## config.mk

```make
export PLATFORM = sky130hd
export DESIGN_NAME = matmul_engine_flat
export DESIGN_NICKNAME = d
export VERILOG_FILES = /design/src/rtl/matmul_pkg.sv /design/src/rtl/matmul_engine_if.sv /design/src/rtl/matmul_mac.sv /design/src/rtl/matmul_engine.sv /design/src/flat_wrapper.sv
export SDC_FILE = /design/constraint.sdc
export NUM_CORES = 1
export LEC_CHECK = 0
export CAP_MARGIN = 5
export CORE_UTILIZATION = 54
export DETAILED_ROUTE_END_ITERATION = 7
export GPL_ROUTABILITY_DRIVEN = 0
export GPL_TIMING_DRIVEN = 0
export PLACE_DENSITY = 0.8
export SYNTH_ARGS = -nofsm -noshare
export SYNTH_HDL_FRONTEND = slang
export SYNTH_SLANG_ARGS = --single-unit
```

## constraint.sdc

```tcl
create_clock -name i_clk -period 3.9 [get_ports i_clk]
set_input_delay 0.39 -clock i_clk [delete_from_list [all_inputs] [get_ports i_clk]]
set_output_delay 0.39 -clock i_clk [all_outputs]
set_load 0.03 [all_outputs]
```

## src/rtl/matmul_pkg.sv

```systemverilog
// matmul_pkg: shared FSM state type and sizing/addressing helpers for the matmul engine.
package matmul_pkg;
  typedef enum logic [2:0] {IDLE, RD_A, RD_B, MAC, WR, DONE} matmul_state_t;
  function automatic int acc_w(input int data_w, input int n);
    return 2 * data_w + $clog2(n) + 1;
  endfunction
  function automatic int unsigned idx_w(input int unsigned n);
    return n > 1 ? $clog2(n) : 1;
  endfunction
  // Row-major element address: base + row*cols + col
  function automatic int unsigned elem_addr(input int unsigned base, input int unsigned row,
                                            input int unsigned cols, input int unsigned col);
    return base + row * cols + col;
  endfunction
endpackage

```

## src/rtl/matmul_engine_if.sv

```systemverilog
// matmul_engine_if: start/busy handshake plus single-port memory bus of the matmul engine.
interface matmul_engine_if #(
  parameter int DATA_W = 8,
  parameter int ADDR_W = 16
);
  logic              i_start;
  logic              o_busy;
  logic              o_done;
  logic [ADDR_W-1:0] o_mem_addr;
  logic              o_mem_rd;
  logic [DATA_W-1:0] i_mem_data;
  logic              o_mem_wr;
  logic [DATA_W-1:0] o_mem_wdata;
  modport master (output i_start, i_mem_data,
                  input  o_busy, o_done, o_mem_addr, o_mem_rd, o_mem_wr, o_mem_wdata);
  modport slave  (input  i_start, i_mem_data,
                  output o_busy, o_done, o_mem_addr, o_mem_rd, o_mem_wr, o_mem_wdata);
endinterface

```

## src/rtl/matmul_mac.sv

```systemverilog
// matmul_mac: multiply-accumulate with clear, and saturate (MATMUL_SAT_EN) or wrap result stage.
module matmul_mac import matmul_pkg::*; #(
  parameter int DATA_W = 8,
  parameter int N      = 2
) (
  input  logic              i_clk,
  input  logic              i_rst_n,
  input  logic              clr_i,
  input  logic              acc_en_i,
  input  logic [DATA_W-1:0] a_i,
  input  logic [DATA_W-1:0] b_i,
  output logic [DATA_W-1:0] res_o
);
  localparam int AW = acc_w(DATA_W, N);
  logic [AW-1:0] acc_q, acc_d, sum;
  // res_o reflects the sum including the current product so the last MAC can feed the write
  assign sum   = acc_q + AW'(a_i) * AW'(b_i);
  assign acc_d = clr_i ? '0 : acc_en_i ? sum : acc_q;
  always_ff @(posedge i_clk or negedge i_rst_n)
    if (!i_rst_n) acc_q <= '0;
    else acc_q <= acc_d;
`ifdef MATMUL_SAT_EN
  assign res_o = |sum[AW-1:DATA_W] ? '1 : sum[DATA_W-1:0];
`else
  assign res_o = sum[DATA_W-1:0];
`endif
endmodule

```

## src/rtl/matmul_engine.sv

```systemverilog
// matmul_engine: C = A x B sequencer over one memory port; result reduction set by MATMUL_SAT_EN.
module matmul_engine import matmul_pkg::*; #(
  parameter int              M      = 2,
  parameter int              N      = 2,
  parameter int              P      = 2,
  parameter int              DATA_W = 8,
  parameter int              ADDR_W = 16,
  parameter logic [ADDR_W-1:0] A_BASE = 16'h0000,
  parameter logic [ADDR_W-1:0] B_BASE = 16'h0010,
  parameter logic [ADDR_W-1:0] C_BASE = 16'h0024
) (
  input logic            i_clk,
  input logic            i_rst_n,
  matmul_engine_if.slave bus
);
  localparam int IW = idx_w(M);
  localparam int JW = idx_w(P);
  localparam int KW = idx_w(N);
  matmul_state_t     state_q;
  logic [IW-1:0]     i_q, i_d;
  logic [JW-1:0]     j_q, j_d;
  logic [KW-1:0]     k_q;
  logic              start_q, trig, last_i, last_j, last_k;
  logic              busy_q, done_q, rd_q, wr_q;
  logic [ADDR_W-1:0] addr_q;
  logic [DATA_W-1:0] wdata_q, a_q, res;
  assign trig   = bus.i_start & ~start_q;
  assign last_i = i_q == IW'(M - 1);
  assign last_j = j_q == JW'(P - 1);
  assign last_k = k_q == KW'(N - 1);
  assign j_d    = last_j ? '0 : j_q + 1'b1;
  assign i_d    = last_j ? i_q + 1'b1 : i_q;
  matmul_mac #(.DATA_W(DATA_W), .N(N)) u_mac (
    .i_clk    (i_clk),
    .i_rst_n  (i_rst_n),
    .clr_i    ((state_q == IDLE && trig) || state_q == WR),
    .acc_en_i (state_q == MAC),
    .a_i      (a_q),
    .b_i      (bus.i_mem_data),
    .res_o    (res)
  );
  // Outputs are registered from the state being entered, so they line up with that state
  always_ff @(posedge i_clk or negedge i_rst_n) begin
    if (!i_rst_n) begin
      state_q <= IDLE;
      start_q <= 1'b0;
      i_q     <= '0;
      j_q     <= '0;
      k_q     <= '0;
      a_q     <= '0;
      busy_q  <= 1'b0;
      done_q  <= 1'b0;
      rd_q    <= 1'b0;
      wr_q    <= 1'b0;
      addr_q  <= '0;
      wdata_q <= '0;
    end else begin
      start_q <= bus.i_start;
      rd_q    <= 1'b0;
      wr_q    <= 1'b0;
      done_q  <= 1'b0;
      addr_q  <= '0;
      wdata_q <= '0;
      case (state_q)
        IDLE: if (trig) begin
          state_q <= RD_A;
          i_q     <= '0;
          j_q     <= '0;
          k_q     <= '0;
          busy_q  <= 1'b1;
          rd_q    <= 1'b1;
          addr_q  <= A_BASE;
        end
        RD_A: begin
          state_q <= RD_B;
          rd_q    <= 1'b1;
          addr_q  <= ADDR_W'(elem_addr(32'(B_BASE), 32'(k_q), P, 32'(j_q)));
        end
        RD_B: begin
          state_q <= MAC;
          a_q     <= bus.i_mem_data;
        end
        MAC: if (!last_k) begin
          state_q <= RD_A;
          k_q     <= k_q + 1'b1;
          rd_q    <= 1'b1;
          addr_q  <= ADDR_W'(elem_addr(32'(A_BASE), 32'(i_q), N, 32'(k_q + 1'b1)));
        end else begin
          state_q <= WR;
          wr_q    <= 1'b1;
          addr_q  <= ADDR_W'(elem_addr(32'(C_BASE), 32'(i_q), P, 32'(j_q)));
          wdata_q <= res;
        end
        WR: begin
          k_q <= '0;
          j_q <= j_d;
          i_q <= i_d;
          if (last_i && last_j) begin
            state_q <= DONE;
            done_q  <= 1'b1;
          end else begin
            state_q <= RD_A;
            rd_q    <= 1'b1;
            addr_q  <= ADDR_W'(elem_addr(32'(A_BASE), 32'(i_d), N, 0));
          end
        end
        DONE: begin
          state_q <= IDLE;
          busy_q  <= 1'b0;
        end
        default: state_q <= IDLE;
      endcase
    end
  end
  assign bus.o_busy      = busy_q;
  assign bus.o_done      = done_q;
  assign bus.o_mem_addr  = addr_q;
  assign bus.o_mem_rd    = rd_q;
  assign bus.o_mem_wr    = wr_q;
  assign bus.o_mem_wdata = wdata_q;
endmodule

```

## src/flat_wrapper.sv

```systemverilog
// flat-port wrapper written by rule: the top's interface ports become plain ports
module matmul_engine_flat import matmul_pkg::*;
#(
  parameter int              M      = 2,
  parameter int              N      = 2,
  parameter int              P      = 2,
  parameter int              DATA_W = 8,
  parameter int              ADDR_W = 16,
  parameter logic [ADDR_W-1:0] A_BASE = 16'h0000,
  parameter logic [ADDR_W-1:0] B_BASE = 16'h0010,
  parameter logic [ADDR_W-1:0] C_BASE = 16'h0024
)
  (i_clk, i_rst_n, bus_i_start, bus_i_mem_data, bus_o_busy, bus_o_done, bus_o_mem_addr, bus_o_mem_rd, bus_o_mem_wr, bus_o_mem_wdata);
  matmul_engine_if #(.DATA_W(DATA_W), .ADDR_W(ADDR_W)) bus_i ();
  input logic i_clk;
  input logic i_rst_n;
  input wire logic [$bits(bus_i.i_start)-1:0] bus_i_start;
  input wire logic [$bits(bus_i.i_mem_data)-1:0] bus_i_mem_data;
  output wire logic [$bits(bus_i.o_busy)-1:0] bus_o_busy;
  output wire logic [$bits(bus_i.o_done)-1:0] bus_o_done;
  output wire logic [$bits(bus_i.o_mem_addr)-1:0] bus_o_mem_addr;
  output wire logic [$bits(bus_i.o_mem_rd)-1:0] bus_o_mem_rd;
  output wire logic [$bits(bus_i.o_mem_wr)-1:0] bus_o_mem_wr;
  output wire logic [$bits(bus_i.o_mem_wdata)-1:0] bus_o_mem_wdata;
  assign bus_i.i_start = bus_i_start;
  assign bus_i.i_mem_data = bus_i_mem_data;
  assign bus_o_busy = bus_i.o_busy;
  assign bus_o_done = bus_i.o_done;
  assign bus_o_mem_addr = bus_i.o_mem_addr;
  assign bus_o_mem_rd = bus_i.o_mem_rd;
  assign bus_o_mem_wr = bus_i.o_mem_wr;
  assign bus_o_mem_wdata = bus_i.o_mem_wdata;
  matmul_engine #(.M(M), .N(N), .P(P), .DATA_W(DATA_W), .ADDR_W(ADDR_W), .A_BASE(A_BASE), .B_BASE(B_BASE), .C_BASE(C_BASE)) u_core (.i_clk(i_clk), .i_rst_n(i_rst_n), .bus(bus_i));
endmodule
```

==> reports/results.ini <==
[status]
outcome = completed

[setup_path]
crit_fanout = 8
worstPathCellList = and2_2 > fa_1 > ha_1 > ha_1 > inv_1 > fa_1 > inv_1 > ha_1 > inv_1 > fa_1 > inv_1 > a21o_1 > a21oi_2 > xnor2_2 > xnor2_2 > o21ai_1
critPathCaptureType = flop
critical_path.slowest_cell = dfrtp_2
required_ns = 4.08
reg2reg_slack_ns = 0.19
cp_data_arrival_time_ns = 3.89
start_kind = flop
path_common_cell = inv_1
max_stage_delay_ns = 0.48
path_class = flop to flop
critPathTopFamily = adder cells
cp_num_buf_inv = 4

[routing]
drc = 0
wl_met2_mm = 2.16
route.top_layer_used = met4
totalWireLength_mm = 4.49
met3_length_um = 164
firstDrtPassIters = 4
drt-met1-wl_mm = 2.08
final_antenna_net_count = 0
vias = 1757
wl_per_cell_um = 12.5
via_per_inst = 4.89
drt-initial-drc-count = 63

[floorplan]
dieHeight_um = 71.6
die_w_um = 71.6
core_area_um2 = 4500
io_pins = 39
dieArea_um2 = 5130
rows = 24
initial_core_util = 0.581

[yosys]
synth-edff-count = 0
syn_area_per_cell_um2 = 9.98
ys_async_sr_fraction = 1.00
ys.flop_type = dfrtp_1
synthCells = 262
syn_area_um2 = 2620
ys_seq_area_frac = 0.373
postSynthRegisterBits = 39
ys_types = 35
synth.yosys.warnings = 0

[placement]
portBuffers = 26
dpl_cell_area_um2 = 2970
place_hpwl_mm = 3.49

[sta]
hold_viol_final = 0
rsz0062_at_grt = no
final_max_slew_viol_count = 0
setup_viol = 0
skew_ns = 0.00472
tightest_slew_ns = 0.832
fmax_mhz = 270
period_share = 0.951
slew_headroom = 0.445
hold_ws_ns = 0.194
min_period_ns = 3.71

[worst_hold_path]
hold_path.class = input pin to async pin

[layout]
diodes = 0
fin_nets = 354
fin_area_um2 = 3080
num-fill-cells = 376
area_growth_pct = 17.8
drive_gt1_frac = 0.160
multi_input_area_um2 = 1390
final_util = 0.684
ff_latch_area_um2 = 981

[clocking]
cts.clk_slew.worst_paths_ns = 0.07
clkLatencyLatePin_ns = 0.29
clk_path_buf_depth = 2
cts_hold_buf = 0
cts_buffers = 5
cts_tree = built
clock_sinks = 39
cts_root_buf = clkbuf_8
h-tree-depth = 2

[grt]
grt_overflow = 0
grt_start_max_net_pins = 40
grtUsageTotal = 0.207
grt_pass1_wl_mm = 7.96
grt_pass1_vias = 1771
grt_antenna_before_repair = 0

[job]
maxCapViolCount = 0

## metal layers
layer,global-route usage,vias up
met5,0,-
met4,0.0806,0
met2,0.323,44
li1,-,868
met3,0.0394,9
met1,0.289,836
## layout make-up
| type | instances | share of cell area |
|---|---|---|
| clock inverters | 1 | 0.00163 |
| well taps | 52 | 0.0211 |
| plain buffers | 18 | 0.0402 |
| clock buffers | 6 | 0.0268 |
| multi-input cells | 170 | 0.452 |
| flip-flops and latches | 39 | 0.319 |
| inverters | 45 | 0.0549 |
| repair buffers | 28 | 0.0849 |
## through the flow
stage | setup TNS, ns | cells | setup slack (ns)
finish | 0 | 359 | 0.193
global route | 0 | 359 | 0.0171
CTS | 0 | 357 | 0.0820
detailed placement | -2.22 | 350 | -0.562
global placement | -2.01 | 350 | -0.527
floorplan | 0 | 272 | 0.325
## registers in the layout (all words and copies together), names as in the netlist, 3 cells and up
signal,count
u_core.bus.o_mem_addr,4
u_core.bus.o_mem_wdata,8
u_core.a_q,8
u_core.state_q,3
u_core.u_mac.acc_q,8
## synthesized netlist by cell type, drive strengths merged (5+ instances only)
library cell | instances | share of area
inv | 45 | 0.065
a21oi | 7 | 0.015
nand2 | 42 | 0.063
fa | 18 | 0.14
ha | 18 | 0.086
dfrtp | 39 | 0.37
o21ai | 9 | 0.017
and3 | 5 | 0.012
buf | 17 | 0.046
xnor2 | 17 | 0.063
mux2 | 8 | 0.034
nor2 | 8 | 0.011
and2 | 11 | 0.028
## placed cells by master, fill, tap and decap left out, types with 4 or more instances in the layout
cell             instances
inv_1                   43
nand2_1                 39
dfrtp_1                 35
clkdlybuf4s50_1         21
fa_1                    18
ha_1                    18
buf_4                   16
xnor2_1                 14
conb_1                  11
and2_1                   9
nor2_1                   8
o21ai_0                  8
a21oi_1                  6
mux2_2                   6
clkbuf_8                 6
and3_1                   5
buf_2                    4
a22o_1                   4
dfrtp_2                  4
## cell families (layout without fill, tap and decap cells)
family / after synthesis / in the layout / synth area share
flops: 39 / 39 / 0.373
compound gates: 23 / 23 / 0.0536
mux: 9 / 9 / 0.0383
other cells: 1 / 11 / 0.00143
fa+ha+maj: 36 / 36 / 0.224
xor+xnor: 18 / 18 / 0.0660
buf+inv: 63 / 98 / 0.112
simple gates: 73 / 73 / 0.132
## path summary, 6_finish.rpt
| kind | from | endpoint | cells past startpoint |
|---|---|---|---|
| max | u_core.a_q[1] | u_core.u_mac.acc_q[7] | 16 |
| min | i_rst_n | u_core.bus.o_mem_wdata[5] | 1 |
| max reg2reg | u_core.a_q[1] | u_core.u_mac.acc_q[7] | 16 |
| min reg2reg | u_core.u_mac.acc_q[6] | u_core.u_mac.acc_q[6] | 2 |
| max in group asynchronous | i_rst_n | u_core.a_q[0] | 1 |
| min in group i_clk | bus_i_mem_data[0] | u_core.a_q[0] | 2 |
## worst reg2reg max path: stages, from the launching register on
cell and delay (ns):
dfrtp_2 0.48, and2_2 0.21, fa_1 0.42, ha_1 0.28, ha_1 0.28, inv_1 0.05, fa_1 0.46, inv_1 0.06
ha_1 0.16, inv_1 0.06, fa_1 0.39, inv_1 0.07, a21o_1 0.13, a21oi_2 0.07, xnor2_2 0.22, xnor2_2 0.17
o21ai_1 0.08
## repair_timing
action / in CTS / in global routing
buffers inserted: 0 / 2
pin swaps: 1 / 1
endpoints found under the setup margin: 4 / 3
gates cloned: 0 / 0
gates resized for setup: 5 / 6
hold endpoints to repair: 0 / 0
Power is left out: the tool's default activity adds up to more than one toggle a clock period on the data nets, which glitch-free logic cannot reach.
==> variant (config.mk and constraints unchanged) <==
`M` is set to 2 in 2 places; all go to 1.
--- a/src/rtl/matmul_engine.sv
+++ b/src/rtl/matmul_engine.sv
@@ -1,6 +1,6 @@
 // matmul_engine: C = A x B sequencer over one memory port; result reduction set by MATMUL_SAT_EN.
 module matmul_engine import matmul_pkg::*; #(
-  parameter int              M      = 2,
+  parameter int              M      = 1,
   parameter int              N      = 2,
   parameter int              P      = 2,
   parameter int              DATA_W = 8,
--- a/src/flat_wrapper.sv
+++ b/src/flat_wrapper.sv
@@ -1,7 +1,7 @@
 // flat-port wrapper written by rule: the top's interface ports become plain ports
 module matmul_engine_flat import matmul_pkg::*;
 #(
-  parameter int              M      = 2,
+  parameter int              M      = 1,
   parameter int              N      = 2,
   parameter int              P      = 2,
   parameter int              DATA_W = 8,
Function: no difference found for any inputs over 4 cycles, from zero or initial values and one cycle with i_rst_n low; that may be too few to reach the edited logic, so the function may still have changed.
==> variant against the unedited design <==
  * Highest routed layer unchanged
  * Worst setup slack worse by 71 ps
  * Critical path type unchanged
  * Area after synthesis is 1.1% higher
  * Final area is 3.1% higher
  * Core utilization is 1.2 points lower
  * Wire length is 6.2% higher
  * Critical path depth is 3 lower
  * Sequential cell count is 1 higher
Power is not shown: default switching activity piles up to over one toggle a cycle in this logic, so the estimate is an artifact.
==> variant: results (changes against the unedited design) <==
metric	value	unit	change
insertion_delay	300	ps	
synthMuxAreaShare	0.0341		-0.00419
drt_iter0_drc	56		-11%
ys_types	30		-14%
synth_compound_area_frac	0.0587		+0.00512
synth-xor-area-share	0.0653		-0.000688
cts.htree.levels	2		unchanged
grt_pass1_vias	1858		+4.9%
fin_nets	359		+1.4%
yosysWarnings	0		unchanged
yosys.area_share.adder	0.226		+0.00240
synth_area_leaders	dfrtp_1, fa_1, ha_1		
skew	5.22	ps	+0.503 ps
vias	1822		+3.7%
worstReg2RegStart	u_core.a_q[1]		
drt_pre_antenna_iters	4		unchanged
clockRootBuffer	clkbuf_8		
antenna_found_initial	0		unchanged
cts_buffer_depth	2		unchanged
ys_top_cells_by_count	inv_1, dfrtp_1, nand2_1		
port_buffers	26		unchanged
track_usage	0.203		-0.00410
critPathTopFamily	adder cells		
cp_max_fo	7		-1
slowest_delay	570	ps	+90 ps
synthFlopType	dfrtp_1		
worst_pin_slew	853	ps	+20.5 ps
grt_max_degree	41		+2.5%
worstHoldPathType	input pin to asynchronous set/reset pin		
post-place-ws	-628	ps	-66.4 ps
routedWlPerCell	12.6	um	+0.59%
grt_pass1_wl	7890	um	-0.78%
clk_pin_slew_worst_paths	80	ps	
place_area	0.00302	sq mm	+1.6%
crit_type	register to register		
slowest_stage	fa_1		
ys_seq_area_frac	0.379		+0.00558
cp.arrival	3960	ps	+70 ps
diodes	0		unchanged
synthArstFlopShare	1.00		unchanged
status	completed		
fillCellCount	385		+2.4%
drc	0		unchanged
drive_gt1_frac	0.160		+0.000647
cts_made_buffers	5		unchanged
dp_hpwl	3530	um	+1.0%
variant: layout make-up:
type | count | area share
Tap cell | 67 | 0.0264
Clock buffer | 5 | 0.0217
Sequential cell | 40 | 0.317
Inverter | 46 | 0.0544
Buffer | 18 | 0.0374
Timing Repair Buffer | 28 | 0.0844
Clock inverter | 3 | 0.0134
Multi-Input combinational cell | 172 | 0.445
variant: final timing paths:
| path | slack (ps) | endpoint | depth (start not counted) |
|---|---|---|---|
| setup reg to reg | 120 | u_core.u_mac.acc_q[7] | 13 |
| max in group asynchronous | 3110 | u_core.a_q[1] | 1 |
| hold reg to reg | 490 | u_core.u_mac.acc_q[6] | 2 |
| hold / removal | 200 | u_core.i_q | 1 |
| min in group i_clk | 420 | u_core.a_q[0] | 2 |
| setup / recovery | 120 | u_core.u_mac.acc_q[7] | 13 |
variant: per-stage QoR:
step                 util  hold WS, ps  instances
global placement    0.640          466        369
finish              0.672          198        379
detailed placement  0.639          474        369
CTS                 0.663          229        377
floorplan               -         94.4        276
global route        0.672          267        379
variant: layer usage:
layer	track usage	vias to the layer above	wire length, um
met5	0	-	0
met4	0.0915	0	101
met3	0.0306	11	111
met2	0.358	30	2460
met1	0.246	898	2090
li1	-	883	-
variant: what timing repair did:
| action | in CTS | in global routing |
|---|---|---|
| endpoints found under the hold margin | 0 | 0 |
| resized for setup | 8 | 6 |
| buffers inserted | 0 | 2 |
| endpoints found under the setup margin | 4 | 2 |
| pin swaps | 2 | 1 |
variant: logic make-up (layout without fill, tap and decap cells):
logic type | Yosys count | in the layout
AND/OR/NAND/NOR | 72 | 72
AO/OA/AOI/OAI | 26 | 26
other | 1 | 11
XOR/XNOR | 18 | 18
buffers and inverters | 64 | 100
multiplexers | 8 | 8
flip-flops | 40 | 40
adder cells (fa/ha/maj) | 37 | 37
